`config.mk`:
```
export PLATFORM = sky130hd
export DESIGN_NAME = alu_result_stage_flat
export DESIGN_NICKNAME = d
export VERILOG_FILES = /design/src/rtl/alu_pkg.sv /design/src/rtl/alu_result_stage_if.sv /design/src/rtl/alu_result_stage_skid_buf2.sv /design/src/rtl/alu_result_stage.sv /design/src/flat_wrapper.sv
export SDC_FILE = /design/constraint.sdc
export NUM_CORES = 1
export LEC_CHECK = 0
export BUFFER_PORTS_ARGS = -buffer_cell sky130_fd_sc_hd__buf_2
export CAP_MARGIN = 5
export CORE_UTILIZATION = 55
export CTS_CLUSTER_DIAMETER = 100
export DETAILED_ROUTE_END_ITERATION = 16
export HOLD_SLACK_MARGIN = 0.12
export PLACE_DENSITY = 0.85
export SYNTH_ARGS = -nofsm -noshare
export SYNTH_HDL_FRONTEND = slang
export SYNTH_SLANG_ARGS = --single-unit
```
`constraint.sdc`:
```
create_clock -name clk -period 4.3 [get_ports clk]
set_input_delay 0.86 -clock clk [delete_from_list [all_inputs] [get_ports clk]]
set_output_delay 0.86 -clock clk [all_outputs]
set_load 0.05 [all_outputs]
```
`src/rtl/alu_pkg.sv`:
```
// ALU op codes, the overflow cause code and the result-stage FSM encoding.
// Latency: n/a (definitions only).
// Backpressure: n/a.
package alu_pkg;

  localparam logic [2:0] ALU_AND = 3'd0;
  localparam logic [2:0] ALU_OR  = 3'd1;
  localparam logic [2:0] ALU_ADD = 3'd2;
  localparam logic [2:0] ALU_NOR = 3'd4;
  localparam logic [2:0] ALU_XOR = 3'd5;
  localparam logic [2:0] ALU_SUB = 3'd6;

  localparam logic [4:0] CAUSE_OV = 5'd12;

  typedef enum logic {
    RUN  = 1'b0,
    TRAP = 1'b1
  } state_e;

  // Only signed ADD/SUB can trap; overflow on any other op is meaningless.
  function automatic logic is_trap(logic [2:0] op, logic overflow, logic unsig);
    return overflow & ~unsig & ((op == ALU_ADD) | (op == ALU_SUB));
  endfunction

endpackage

```
`src/rtl/alu_result_stage_if.sv`:
```
// EX->MEM result-stage bundle: ALU outputs + side-band in, buffered entry + exception out.
// Latency: n/a (wiring only).
// Backpressure: in_ready/out_ready valid-ready pairs on each side.
// Ports: master = EX/MEM/handler side, slave = alu_result_stage.
interface alu_result_stage_if #(
  parameter int DATA_W = 32,
  parameter int REG_W  = 5
);
  logic              in_valid;
  logic              in_ready;
  logic [DATA_W-1:0] aluout;
  logic              overflow;
  logic              compout;
  logic [2:0]        op;
  logic              unsig;
  logic              is_slt;
  logic [DATA_W-1:0] pc;
  logic [REG_W-1:0]  rd;
  logic              reg_write;
  logic              flush;
  logic              out_valid;
  logic              out_ready;
  logic [DATA_W-1:0] out_result;
  logic [REG_W-1:0]  out_rd;
  logic              out_reg_write;
  logic              exc_valid;
  logic [DATA_W-1:0] exc_epc;
  logic [4:0]        exc_cause;
  logic              exc_ack;

  modport master (
    output in_valid, aluout, overflow, compout, op, unsig, is_slt, pc, rd, reg_write,
           flush, out_ready, exc_ack,
    input  in_ready, out_valid, out_result, out_rd, out_reg_write,
           exc_valid, exc_epc, exc_cause
  );

  modport slave (
    input  in_valid, aluout, overflow, compout, op, unsig, is_slt, pc, rd, reg_write,
           flush, out_ready, exc_ack,
    output in_ready, out_valid, out_result, out_rd, out_reg_write,
           exc_valid, exc_epc, exc_cause
  );
endinterface

```
`src/rtl/alu_result_stage_skid_buf2.sv`:
```
// Two-entry FIFO skid buffer with synchronous flush.
// Latency: 1 cycle push-to-pop when empty.
// Backpressure: push_rdy_o low when full; entry held until pop_rdy_i.
// Ports: push_vld_i/push_rdy_o/push_dat_i, pop_vld_o/pop_rdy_i/pop_dat_o, flush_i.
module skid_buf2 #(
  parameter int W = 38
) (
  input  logic         clk,
  input  logic         reset_n,
  input  logic         flush_i,
  input  logic         push_vld_i,
  output logic         push_rdy_o,
  input  logic [W-1:0] push_dat_i,
  output logic         pop_vld_o,
  input  logic         pop_rdy_i,
  output logic [W-1:0] pop_dat_o
);

  logic [W-1:0] mem_q [2];
  logic [W-1:0] mem_d [2];
  logic         wr_ptr_q, wr_ptr_d;
  logic         rd_ptr_q, rd_ptr_d;
  logic [1:0]   cnt_q, cnt_d;
  logic         push, pop;

  assign push_rdy_o = (cnt_q != 2'd2);
  assign pop_vld_o  = (cnt_q != 2'd0);
  assign pop_dat_o  = mem_q[rd_ptr_q];

  // Flush overrides both sides: nothing enters, nothing leaves.
  assign push = push_vld_i & push_rdy_o & ~flush_i;
  assign pop  = pop_vld_o & pop_rdy_i & ~flush_i;

  always_comb begin
    mem_d    = mem_q;
    wr_ptr_d = wr_ptr_q;
    rd_ptr_d = rd_ptr_q;
    cnt_d    = cnt_q;
    if (flush_i) begin
      wr_ptr_d = 1'b0;
      rd_ptr_d = 1'b0;
      cnt_d    = 2'd0;
    end else begin
      if (push) begin
        mem_d[wr_ptr_q] = push_dat_i;
        wr_ptr_d        = ~wr_ptr_q;
      end
      if (pop) begin
        rd_ptr_d = ~rd_ptr_q;
      end
      cnt_d = cnt_q + {1'b0, push} - {1'b0, pop};
    end
  end

  always_ff @(posedge clk or negedge reset_n) begin
    if (!reset_n) begin
      mem_q[0] <= '0;
      mem_q[1] <= '0;
      wr_ptr_q <= 1'b0;
      rd_ptr_q <= 1'b0;
      cnt_q    <= 2'd0;
    end else begin
      mem_q    <= mem_d;
      wr_ptr_q <= wr_ptr_d;
      rd_ptr_q <= rd_ptr_d;
      cnt_q    <= cnt_d;
    end
  end

endmodule

```
`src/rtl/alu_result_stage.sv`:
```
// EX/MEM register: selects SLT/ALU result, detects signed ADD/SUB overflow trap, buffers entries.
// Latency: 1 cycle when the buffer is empty.
// Backpressure: in_ready low when buffer full or an exception is pending (TRAP).
// Ports: clk, reset_n (async active-low), bus (alu_result_stage_if.slave).
module alu_result_stage #(
  parameter int         DATA_W   = 32,
  parameter int         REG_W    = 5,
  parameter logic [4:0] CAUSE_OV = alu_pkg::CAUSE_OV
) (
  input  logic                clk,
  input  logic                reset_n,
  alu_result_stage_if.slave   bus
);
  import alu_pkg::*;

  localparam int ENTRY_W = DATA_W + REG_W + 1;

  state_e            state_q, state_d;
  logic              exc_valid_q, exc_valid_d;
  logic [DATA_W-1:0] exc_epc_q, exc_epc_d;
  logic [4:0]        exc_cause_q, exc_cause_d;

  logic              buf_push_rdy;
  logic              run;
  logic              accept;
  logic              trap;
  logic [DATA_W-1:0] result;
  logic [ENTRY_W-1:0] entry_in, entry_out;

  assign run    = (state_q == RUN);
  assign trap   = is_trap(bus.op, bus.overflow, bus.unsig);
  assign result = bus.is_slt ? {{(DATA_W-1){1'b0}}, bus.compout} : bus.aluout;

  assign bus.in_ready = buf_push_rdy & run;
  // A flushed input is dropped, so it must not raise an exception either.
  assign accept = bus.in_valid & bus.in_ready & ~bus.flush;

  // Trapping instruction still flows to MEM, but must not write its rd.
  assign entry_in = {result, bus.rd, bus.reg_write & ~trap};

  skid_buf2 #(.W(ENTRY_W)) u_buf (
    .clk        (clk),
    .reset_n    (reset_n),
    .flush_i    (bus.flush),
    .push_vld_i (bus.in_valid & run),
    .push_rdy_o (buf_push_rdy),
    .push_dat_i (entry_in),
    .pop_vld_o  (bus.out_valid),
    .pop_rdy_i  (bus.out_ready),
    .pop_dat_o  (entry_out)
  );

  assign bus.out_result    = entry_out[ENTRY_W-1 -: DATA_W];
  assign bus.out_rd        = entry_out[REG_W:1];
  assign bus.out_reg_write = entry_out[0];

  always_comb begin
    state_d     = state_q;
    exc_valid_d = exc_valid_q;
    exc_epc_d   = exc_epc_q;
    exc_cause_d = exc_cause_q;
    unique case (state_q)
      RUN: begin
        if (accept && trap) begin
          state_d     = TRAP;
          exc_valid_d = 1'b1;
          exc_epc_d   = bus.pc;
          exc_cause_d = CAUSE_OV;
        end
      end
      TRAP: begin
        // Input is blocked here, so no new trap can race the acknowledge.
        if (bus.exc_ack) begin
          state_d     = RUN;
          exc_valid_d = 1'b0;
          exc_epc_d   = '0;
          exc_cause_d = '0;
        end
      end
      default: state_d = RUN;
    endcase
  end

  always_ff @(posedge clk or negedge reset_n) begin
    if (!reset_n) begin
      state_q     <= RUN;
      exc_valid_q <= 1'b0;
      exc_epc_q   <= '0;
      exc_cause_q <= '0;
    end else begin
      state_q     <= state_d;
      exc_valid_q <= exc_valid_d;
      exc_epc_q   <= exc_epc_d;
      exc_cause_q <= exc_cause_d;
    end
  end

  assign bus.exc_valid = exc_valid_q;
  assign bus.exc_epc   = exc_epc_q;
  assign bus.exc_cause = exc_cause_q;

endmodule

```
`src/flat_wrapper.sv`:
```
// flat-port wrapper written by rule: the top's interface ports become plain ports
module alu_result_stage_flat import alu_pkg::*;
#(
  parameter int         DATA_W   = 32,
  parameter int         REG_W    = 5,
  parameter logic [4:0] CAUSE_OV = alu_pkg::CAUSE_OV
)
  (clk, reset_n, bus_in_valid, bus_aluout, bus_overflow, bus_compout, bus_op, bus_unsig, bus_is_slt, bus_pc, bus_rd, bus_reg_write, bus_flush, bus_out_ready, bus_exc_ack, bus_in_ready, bus_out_valid, bus_out_result, bus_out_rd, bus_out_reg_write, bus_exc_valid, bus_exc_epc, bus_exc_cause);
  alu_result_stage_if #(.DATA_W(DATA_W), .REG_W(REG_W)) bus_i ();
  input  logic clk;
  input  logic reset_n;
  input wire logic [$bits(bus_i.in_valid)-1:0] bus_in_valid;
  input wire logic [$bits(bus_i.aluout)-1:0] bus_aluout;
  input wire logic [$bits(bus_i.overflow)-1:0] bus_overflow;
  input wire logic [$bits(bus_i.compout)-1:0] bus_compout;
  input wire logic [$bits(bus_i.op)-1:0] bus_op;
  input wire logic [$bits(bus_i.unsig)-1:0] bus_unsig;
  input wire logic [$bits(bus_i.is_slt)-1:0] bus_is_slt;
  input wire logic [$bits(bus_i.pc)-1:0] bus_pc;
  input wire logic [$bits(bus_i.rd)-1:0] bus_rd;
  input wire logic [$bits(bus_i.reg_write)-1:0] bus_reg_write;
  input wire logic [$bits(bus_i.flush)-1:0] bus_flush;
  input wire logic [$bits(bus_i.out_ready)-1:0] bus_out_ready;
  input wire logic [$bits(bus_i.exc_ack)-1:0] bus_exc_ack;
  output wire logic [$bits(bus_i.in_ready)-1:0] bus_in_ready;
  output wire logic [$bits(bus_i.out_valid)-1:0] bus_out_valid;
  output wire logic [$bits(bus_i.out_result)-1:0] bus_out_result;
  output wire logic [$bits(bus_i.out_rd)-1:0] bus_out_rd;
  output wire logic [$bits(bus_i.out_reg_write)-1:0] bus_out_reg_write;
  output wire logic [$bits(bus_i.exc_valid)-1:0] bus_exc_valid;
  output wire logic [$bits(bus_i.exc_epc)-1:0] bus_exc_epc;
  output wire logic [$bits(bus_i.exc_cause)-1:0] bus_exc_cause;
  assign bus_i.in_valid = bus_in_valid;
  assign bus_i.aluout = bus_aluout;
  assign bus_i.overflow = bus_overflow;
  assign bus_i.compout = bus_compout;
  assign bus_i.op = bus_op;
  assign bus_i.unsig = bus_unsig;
  assign bus_i.is_slt = bus_is_slt;
  assign bus_i.pc = bus_pc;
  assign bus_i.rd = bus_rd;
  assign bus_i.reg_write = bus_reg_write;
  assign bus_i.flush = bus_flush;
  assign bus_i.out_ready = bus_out_ready;
  assign bus_i.exc_ack = bus_exc_ack;
  assign bus_in_ready = bus_i.in_ready;
  assign bus_out_valid = bus_i.out_valid;
  assign bus_out_result = bus_i.out_result;
  assign bus_out_rd = bus_i.out_rd;
  assign bus_out_reg_write = bus_i.out_reg_write;
  assign bus_exc_valid = bus_i.exc_valid;
  assign bus_exc_epc = bus_i.exc_epc;
  assign bus_exc_cause = bus_i.exc_cause;
  alu_result_stage #(.DATA_W(DATA_W), .REG_W(REG_W), .CAUSE_OV(CAUSE_OV)) u_core (.clk(clk), .reset_n(reset_n), .bus(bus_i));
endmodule
```
; ---- Word level (Yosys, flattened, before mapping)
; Cells that the tools add are included.
; Widths: inputs -> output; s select.
[classes]
div_mod_pow = 0
muxes = 24
n_addsub = 2
n_eq_ne = 5
n_bitwise = 20
reduce_logical = 7
n_shift = 0
n_mul = 0
order_cmp = 3
[ops]
columns = operator, count
row1 = $mux 38, 4
row2 = $mux 32, 3
row3 = $bwmux 76, 1
row4 = $pmux 32 s2, 1
row5 = $demux 38 s1, 1
row6 = $and 1x1->1, 11
row7 = $mux 5, 2
row8 = $pmux 5 s2, 1
row9 = $mux 1, 8
row10 = $ne 2x2->1 const B, 3
row11 = $not 1->1, 6
row12 = $reduce_bool 2->1, 3
row13 = $ge 2x2->1 const B, 2
row14 = $not 1->2, 2
row15 = $pmux 1 s2, 2
row16 = $reduce_and 2->1, 2
row17 = $eq 3x2->1 const B, 1
row18 = $eq 3x3->1 const B, 1
row19 = $add 2x1->2, 1
row20 = $logic_and 1x1->1, 2
row21 = $lt 2x1->1 const B, 1
row22 = $mux 2, 1
row23 = $sub 2x1->2, 1
row24 = $or 1x1->1, 1
[totals]
register_bits = 119
latch_bits = 0
ram_bits = 0
input_bits = 83
mem_count = 0
mem_bits_ro = 0

; ---- Logic depth before layout (Yosys ltp)
; Gate-level depths: netlist (run 1).
[depth]
ltp_word = 7
ltp_mapped = 8
depth_no_buf = 8

; ---- Cells and area by module
; From an unflattened synthesis (run 1), not the netlist that was laid out.
[unflattened]
cells_unflattened = 415
hier_area_um2 = 5547.8
[by_module_without_submodules]
columns = module, seq_area_each_um2, n_inst, cells_each, area_each_um2
row1 = skid_buf2, 2001.9, 1, 227, 3737.3
row2 = alu_result_stage, 850.8, 1, 188, 1810.5

; ---- Least setup slack after synthesis (run 1)
; No wires, ideal clock.
[synth_timing]
kind = register to output
startpoint = register u_core.u_buf.rd_ptr_q
endpoint = output port bus_out_result[12]
arrival_ns = 1.389
stages_incl_launch_ff = 4
n_path_buf = 2
path_slack_ns = 2.051
cell_sequence = dfrtp_1 -> buf_2 -> buf_1 -> mux2_2
[synth_via]
elab_chain_cells = 4
[synth_lines]
columns = element, line
row1 = from (decl), alu_result_stage_skid_buf2.sv:22  ; logic rd_ptr_q, rd_ptr_d;
row2 = from (signal assigned), alu_result_stage_skid_buf2.sv:65  ; rd_ptr_q <= rd_ptr_d;
row3 = $not 1->2 (not written as such), alu_result_stage_skid_buf2.sv:28  ; assign pop_dat_o = mem_q[rd_ptr_q];
row4 = $mux 38 (not written as such) (3 in a row), alu_result_stage_skid_buf2.sv:28
row5 = to (decl), flat_wrapper.sv:27  ; output wire logic [$bits(bus_i.out_result)-1:0] bus_out_result;
; Every way passes these cells. The select of a mux whose other input is x is not followed.

; ---- Worst setup path in the final report (run 1)
[layout_timing]
startpoint = register u_core.u_buf.rd_ptr_q
endpoint = output port bus_out_result[7]
; Same word-level chain as after synthesis.

==> flow_summary.json, run 1 <==
{
  "outcome": "finished, violations left",
  "violations": "design-rule violations",
  "synth_simple_gate_area_frac": 0.1314,
  "static_leakage_power_nw": 3.650,
  "overflow": 0,
  "slew_headroom": 0.2855,
  "grt_antenna_before_repair": 0,
  "yosys.area.top_type": "dfrtp_1",
  "layout_cell_share_with_drive_strength_beyond_1": 0.3787,
  "yosysUniqueCellTypes": 26,
  "hold_path_class": "in2async",
  "cts.reportedPaths.clkPinSlew_ns": 0.05,
  "synth.area.top_cells": "dfrtp_1 (56%), mux2_2 (11%), nand2_1 (7.6%), o21ai_0 (6.6%), mux2i_1 (6.5%)",
  "timing.critical_path.to_type": "output pin",
  "die_y_um": 98.25,
  "tritoncts.num_buffers": 17,
  "clock-root-buffer": "clkbuf_8",
  "ff2ff_path_depth": 4,
  "complex_gate_fraction_of_the_synthesized_area": 0.06582,
  "postLayoutSetupSlackWorst_ns": 1.276,
  "final_hold_violation_count": 0,
  "finalClockSkew_ns": 0.005403,
  "total_grt_usage": 0.2414,
  "timing.critical_path.arrival_ns": 2.16,
  "pin_count_of_the_biggest_net_entering_global_routing": 60,
  "xor_xnor_share_of_the_synthesized_area": 0.006876,
  "max_slew.worst_pin.slew_ns": 1.069,
  "largest_family_of_logic_cells_by_synthesized_area": "multiplexers",
  "clk-insertion-delay-late_ns": 0.50,
  "avgViaCountPerCell": 5.152,
  "maxClockFrequency_mhz": 330.7,
  "floorplan.die.width_um": 98.25,
  "number_of_nets_in_the_finished_design": 719,
  "synth-seq-area-share": 0.5599,
  "cts_hold_buf": 0,
  "design.core.area_um2": 8848,
  "max_stage_delay_ns": 1.01,
  "grt_pass1_vias": 4062,
  "cts_num_sinks": 114,
  "crit_path_max_fanout": 39,
  "ir_drop_uv": 416.0,
  "global_route_wire_length_before_repair_um": 18370,
  "post-route-drc-count": 8,
  "postSynthRegisterBits": 114,
  "critical_path_class": "reg2out",
  "detailedRoute.firstPassIterationCount": 11,
  "tritoncts_clock_tree": "yes",
  "initial_core_util": 0.5758,
  "critical_path.slowest_cell": "dfrtp_2",
  "clock_tree.htree_level_count": 4,
  "final-max-slew-violation-count": 0,
  "syn_to_final_growth_pct": 28.02,
  "most_common_cell_after_layout_fill_and_taps_aside": "buf_2",
  "post_synth_instance_area_um2": 5095,
  "mostFrequentLayoutCells": "buf_2 (155), dfrtp_1 (113), nand2_1 (103)",
  "grt_setup_unrepaired": "false",
  "power_density_nw_per_um2": 690.9,
  "nFillCells": 659,
  "design.die.area_um2": 9652,
  "synth.avg_cell_area_um2": 10.50,
  "wl_per_cell_um": 14.53,
  "yosys.area.top_type_share": 0.5599,
  "final-setup-viol-count": 0,
  "cts_buffer_depth": 2,
  "dr_total_vias": 3890,
  "worst-endpoint-required_ns": 3.44,
  "synth_adder_area_share": 0.004912,
  "worst_setup_path_start_kind": "register",
  "drt_iter0_markers": 153,
  "top_level_ports": 161,
  "n_antenna_cell": 0,
  "totalNegativeSetupSlack_ns": 0,
  "route.final.wire_length_um": 10970,
  "detailedPlacementHpwl_um": 7419,
  "final_period_minus_worst_setup_slack_ns": 3.024,
  "post_cts.resized_instances": 0,
  "numPortBuffers": 156,
  "max_cap_viol_count": 0,
  "gp_congestion": 0.7425,
  "placement_rows": 34,
  "place_ws_ns": 1.659,
  "cell_count_after_synthesis": 485,
  "drt.antenna.violating_nets": 0,
  "muxShareOfSynthArea": 0.1709,
  "critical_path.cell_chain": "mux2_2 -> buf_2",
  "synth.yosys.warnings": 0,
  "cts_post_setup_buffers_inserted": 0,
  "share_of_the_clock_period_used_by_the_worst_path_after_layout": 0.7033
}
-- Yosys cell counts --
| cell | instances |
|---|---|
| dfrtp_1 | 114 |
| nand2_1 | 103 |
| nor2_1 | 4 |
| buf_1 | 1 |
| nor2b_1 | 1 |
| nand4b_1 | 1 |
| inv_1 | 34 |
| mux2i_1 | 33 |
| buf_6 | 4 |
| nand4_1 | 1 |
| buf_4 | 5 |
| nor2_2 | 1 |
| or2_2 | 1 |
| mux2_2 | 48 |
| nand3_1 | 2 |
| xor2_1 | 3 |
| xnor2_1 | 1 |
| conb_1 | 1 |
| ha_1 | 2 |
| clkbuf_1 | 21 |
| buf_2 | 2 |
| or3_1 | 1 |
| and2_1 | 1 |
| nand2b_1 | 32 |
| nand4bb_1 | 1 |
| o21ai_0 | 67 |
-- worst max-delay path, delay by kind of cell, from the launching register on --
kind,cells,cell delay (ns)
mux,1,0.43
flops,1,1.01
buf+inv,1,0.22
-- per-layer routing --
metal	vias up	wire length, um	global-route usage
li1	1869	-	-
met2	114	5824	0.4355
met5	-	0	0
met1	1889	4432	0.2787
met4	0	170	0.08381
met3	18	543	0.06156
-- path summary, 6_finish.rpt --
kind | slack [ns] | from | endpoint
worst max-delay path | 1.28 | u_core.u_buf.rd_ptr_q | bus_out_result[7]
worst min-delay path | 0.43 | reset_n | u_core.u_buf.mem_q[22]
worst max register to register | 2.24 | u_core.u_buf.cnt_q[1] | u_core.u_buf.mem_q[2]
min in group clk | 0.47 | u_core.u_buf.mem_q[28] | u_core.u_buf.mem_q[28]
max in group asynchronous | 3.08 | reset_n | u_core.u_buf.rd_ptr_q
worst min register to register | 0.47 | u_core.u_buf.mem_q[28] | u_core.u_buf.mem_q[28]
-- power by group --
part           internal (mW)  switching [mW]  leakage (nW)
combinational          0.433            1.06          1.87
clock                  0.970           0.477         0.296
sequential              1.38           0.185          1.48
total                   2.78            1.72          3.65
-- logic make-up after synthesis --
family | after synthesis
AND/OR/NAND/NOR | 149
flip-flops | 114
multiplexers | 81
AO/OA/AOI/OAI | 67
buffers and inverters | 67
XOR/XNOR | 4
adder cells (fa/ha/maj) | 2
other | 1
-- per-stage QoR --
step / total power, mW / instance area [um2] / hold slack, ns / cells / utilization
floorplan: 2.732 / 5102 / 0.4444 / 487 / -
global placement: 3.013 / 5898 / 0.4559 / 723 / 0.6666
detailed placement: 3.077 / 5898 / 0.4652 / 723 / 0.6666
CTS: 4.543 / 6523 / 0.4378 / 755 / 0.7371
global route: 4.718 / 6523 / 0.4710 / 755 / 0.7371
finish: 4.507 / 6523 / 0.4268 / 755 / 0.7371
-- registers in the layout (all words and copies together) (netlist names) --
signal,count
u_core.u_buf.wr_ptr_q,1
u_core.bus.exc_epc,32
u_core.u_buf.cnt_q,2
u_core.bus.exc_cause,1
u_core.u_buf.rd_ptr_q,1
u_core.u_buf.mem_q,76
u_core.state_q,1
-- layout make-up --
type	instances	area, um2	share of cell area
Clock inverter	13	182.7	0.02801
Sequential cell	114	2854	0.4376
Clock buffer	19	441.7	0.06772
Tap cell	108	135.1	0.02072
Timing Repair Buffer	161	833.3	0.1278
Inverter	34	127.6	0.01957
Multi-Input combinational cell	306	1948	0.2987
Note: power is estimated with default switching activity, not from simulation.
==> run 2, diff against run 1 <==
- CORE_UTILIZATION: 55 -> 51
- PLACE_DENSITY: 0.85 -> 0.8
- clock period: 4.3 -> 2.9 ns (I/O delays scaled with it)
==> run 2 against run 1 <==
The flow now finishes without violations. Sequential power rose by 47%. Final cell count rose by 3.2%. Die area increased by 7.7%. Via count grew 0.15%. Clock skew increased by 0.0030 ns. Register-to-register slack lost 1.4 ns. Routed wire length is 3.2% higher. Hold slack got worse by 0.30 ns. Global-route usage fell by 0.96 points.
==> flow_summary.json, run 2 (same netlist as run 1, synthesis figures left out) <==
{
  "globalRouteMet2Util": 0.3950,
  "number_of_nets_in_the_finished_design": 718,
  "overflow": 0,
  "max_slew.worst_pin.slew_ns": 1.069,
  "cpLargestDelayFamily": "flip-flops",
  "gp_congestion": 0.7268,
  "timing.critical_path.arrival_ns": 2.00,
  "power.internal_mw": 4.109,
  "place_ws_ns": 0.5526,
  "hold_path_class": "in2async",
  "wl_per_cell_um": 14.53,
  "syn_to_final_growth_pct": 28.73,
  "static_leakage_power_nw": 3.657,
  "number_of_flip_flops_in_the_largest_register": 76,
  "crit_cells": 3,
  "critical_path_class": "reg2out",
  "grt_setup_unrepaired": "false",
  "floorplan.die.width_um": 102.0,
  "max_cap_viol_count": 0,
  "worst_r2r_endpoint": "u_core.bus.exc_epc[3]",
  "use_met3": 0.08345,
  "most_common_cell_after_layout_fill_and_taps_aside": "buf_2",
  "top_level_ports": 161,
  "drt_iter0_markers": 103,
  "outcome": "finished, final reports clean",
  "holdWs_ns": 0.1266,
  "p_sw_mw": 2.548,
  "global_route_wire_length_before_repair_um": 18080,
  "worst-endpoint-required_ns": 2.32,
  "pwr-share-comb": 0.339,
  "grt_antenna_before_repair": 0,
  "clk-insertion-delay-late_ns": 0.52,
  "dr_total_vias": 3896,
  "cts_buffer_depth": 2,
  "post_cts.resized_instances": 0,
  "clock-root-buffer": "clkbuf_8",
  "maxClockFrequency_mhz": 387.9,
  "place_area_um2": 5959,
  "worst_setup_path_endpoint": "bus_out_result[26]",
  "max_stage_delay_ns": 0.65,
  "max_flop_register": "u_core.u_buf.mem_q",
  "avgViaCountPerCell": 5.001,
  "detailedPlacementHpwl_um": 7460,
  "timing.critical_path.to_type": "output pin",
  "tritoncts.num_buffers": 17,
  "die_y_um": 102.0,
  "design.core.area_um2": 9729,
  "cts_hold_buf": 0,
  "postLayoutSetupSlackWorst_ns": 0.3218,
  "pin_count_of_the_biggest_net_entering_global_routing": 72,
  "worstPathBufferInverterCount": 2,
  "post-route-cell-area_um2": 6559,
  "worst_setup_path_start_kind": "register",
  "finalClockSkew_ns": 0.008449,
  "clock_power_frac": 0.315,
  "post-route-drc-count": 0,
  "nFillCells": 776,
  "final_hold_violation_count": 0,
  "multiInputGateArea_um2": 1948,
  "p_sw_frac": 0.3827,
  "final-seq-area_um2": 2854,
  "route.final.wire_length_um": 11320,
  "slew_headroom": 0.2854,
  "final_period_minus_worst_setup_slack_ns": 2.578,
  "worstReg2RegStart": "u_core.state_q",
  "final-max-slew-violation-count": 0,
  "cts.reportedPaths.clkPinSlew_ns": 0.05,
  "initial_core_util": 0.5237,
  "totalNegativeSetupSlack_ns": 0,
  "cts_num_sinks": 114,
  "clock_tree.htree_level_count": 4,
  "busiest_layer": "met2",
  "numPortBuffers": 156,
  "placement_rows": 36,
  "setup.worst_path.start": "u_core.u_buf.rd_ptr_q",
  "tritoncts_clock_tree": "yes",
  "reg2reg_slack_ns": 0.84,
  "layout_cell_share_with_drive_strength_beyond_1": 0.3731,
  "stdcell_count": 779,
  "final-setup-viol-count": 0,
  "grt_use_met1": 0.2648,
  "power_mw": 6.657,
  "drt.antenna.violating_nets": 0,
  "power_density_nw_per_um2": 1015,
  "grt_pass1_vias": 3954,
  "design.die.area_um2": 10390,
  "ff2ff_path_depth": 4,
  "mostFrequentLayoutCells": "buf_2 (155), dfrtp_1 (113), nand2_1 (103)",
  "dp.cells": 747,
  "n_antenna_cell": 0,
  "critical_path.cell_chain": "buf_12 -> mux2_2 -> buf_2",
  "cts_post_setup_buffers_inserted": 0,
  "share_of_the_clock_period_used_by_the_worst_path_after_layout": 0.8890,
  "finalCoreUtilization": 0.6741,
  "ir_drop_uv": 595.2,
  "total_grt_usage": 0.2319,
  "power.share.sequential": 0.346,
  "crit_path_max_fanout": 24,
  "detailedRoute.firstPassIterationCount": 4,
  "critical_path.slowest_cell": "dfrtp_2"
}
==> run 2: cell count changes in the layout (fill, tap and decap cells not counted), sizes merged <==
cell / previous run / this run
clkbuf: 19 / 21
clkinvlp: 4 / 2
buf: 161 / 160
clkinv: 4 / 5
inv: 35 / 34
==> run 2: how the worst min path moves through the flow <==
stage,from,end,cells after the start
floorplan,reset_n,u_core.bus.exc_cause[2],0
global placement,u_core.u_buf.mem_q[19],u_core.u_buf.mem_q[19],2
detailed placement,u_core.u_buf.mem_q[30],u_core.u_buf.mem_q[30],2
CTS,reset_n,u_core.u_buf.mem_q[24],1
global route,reset_n,u_core.u_buf.mem_q[22],1
finish,reset_n,u_core.u_buf.mem_q[60],1
==> run 2: power by group through the flow <==
stage	Combinational [mW]	Clock, mW	Sequential (mW)
2_1_floorplan	1.46	0	2.59
3_3_place_gp	2.21	0	2.28
3_5_place_dp	2.27	0	2.32
4_1_cts	2.28	2.13	2.30
5_1_grt	2.42	2.21	2.36
6_report	2.25	2.10	2.30
==> run 2: layer usage <==
layer  share of wire  up-vias  routed length (um)
met5               0        -                   0
met4           0.019        0                 215
met3           0.064       23                 721
met2            0.50      136                5703
met1            0.41     1867                4679
li1                -     1870                   -
==> run 2: cell type report <==
type | instances | area share
Tap cell | 133 | 0.02537
Multi-Input combinational cell | 306 | 0.2970
Clock inverter | 11 | 0.02442
Inverter | 34 | 0.01946
Sequential cell | 114 | 0.4351
Timing Repair Buffer | 160 | 0.1316
Clock buffer | 21 | 0.06696
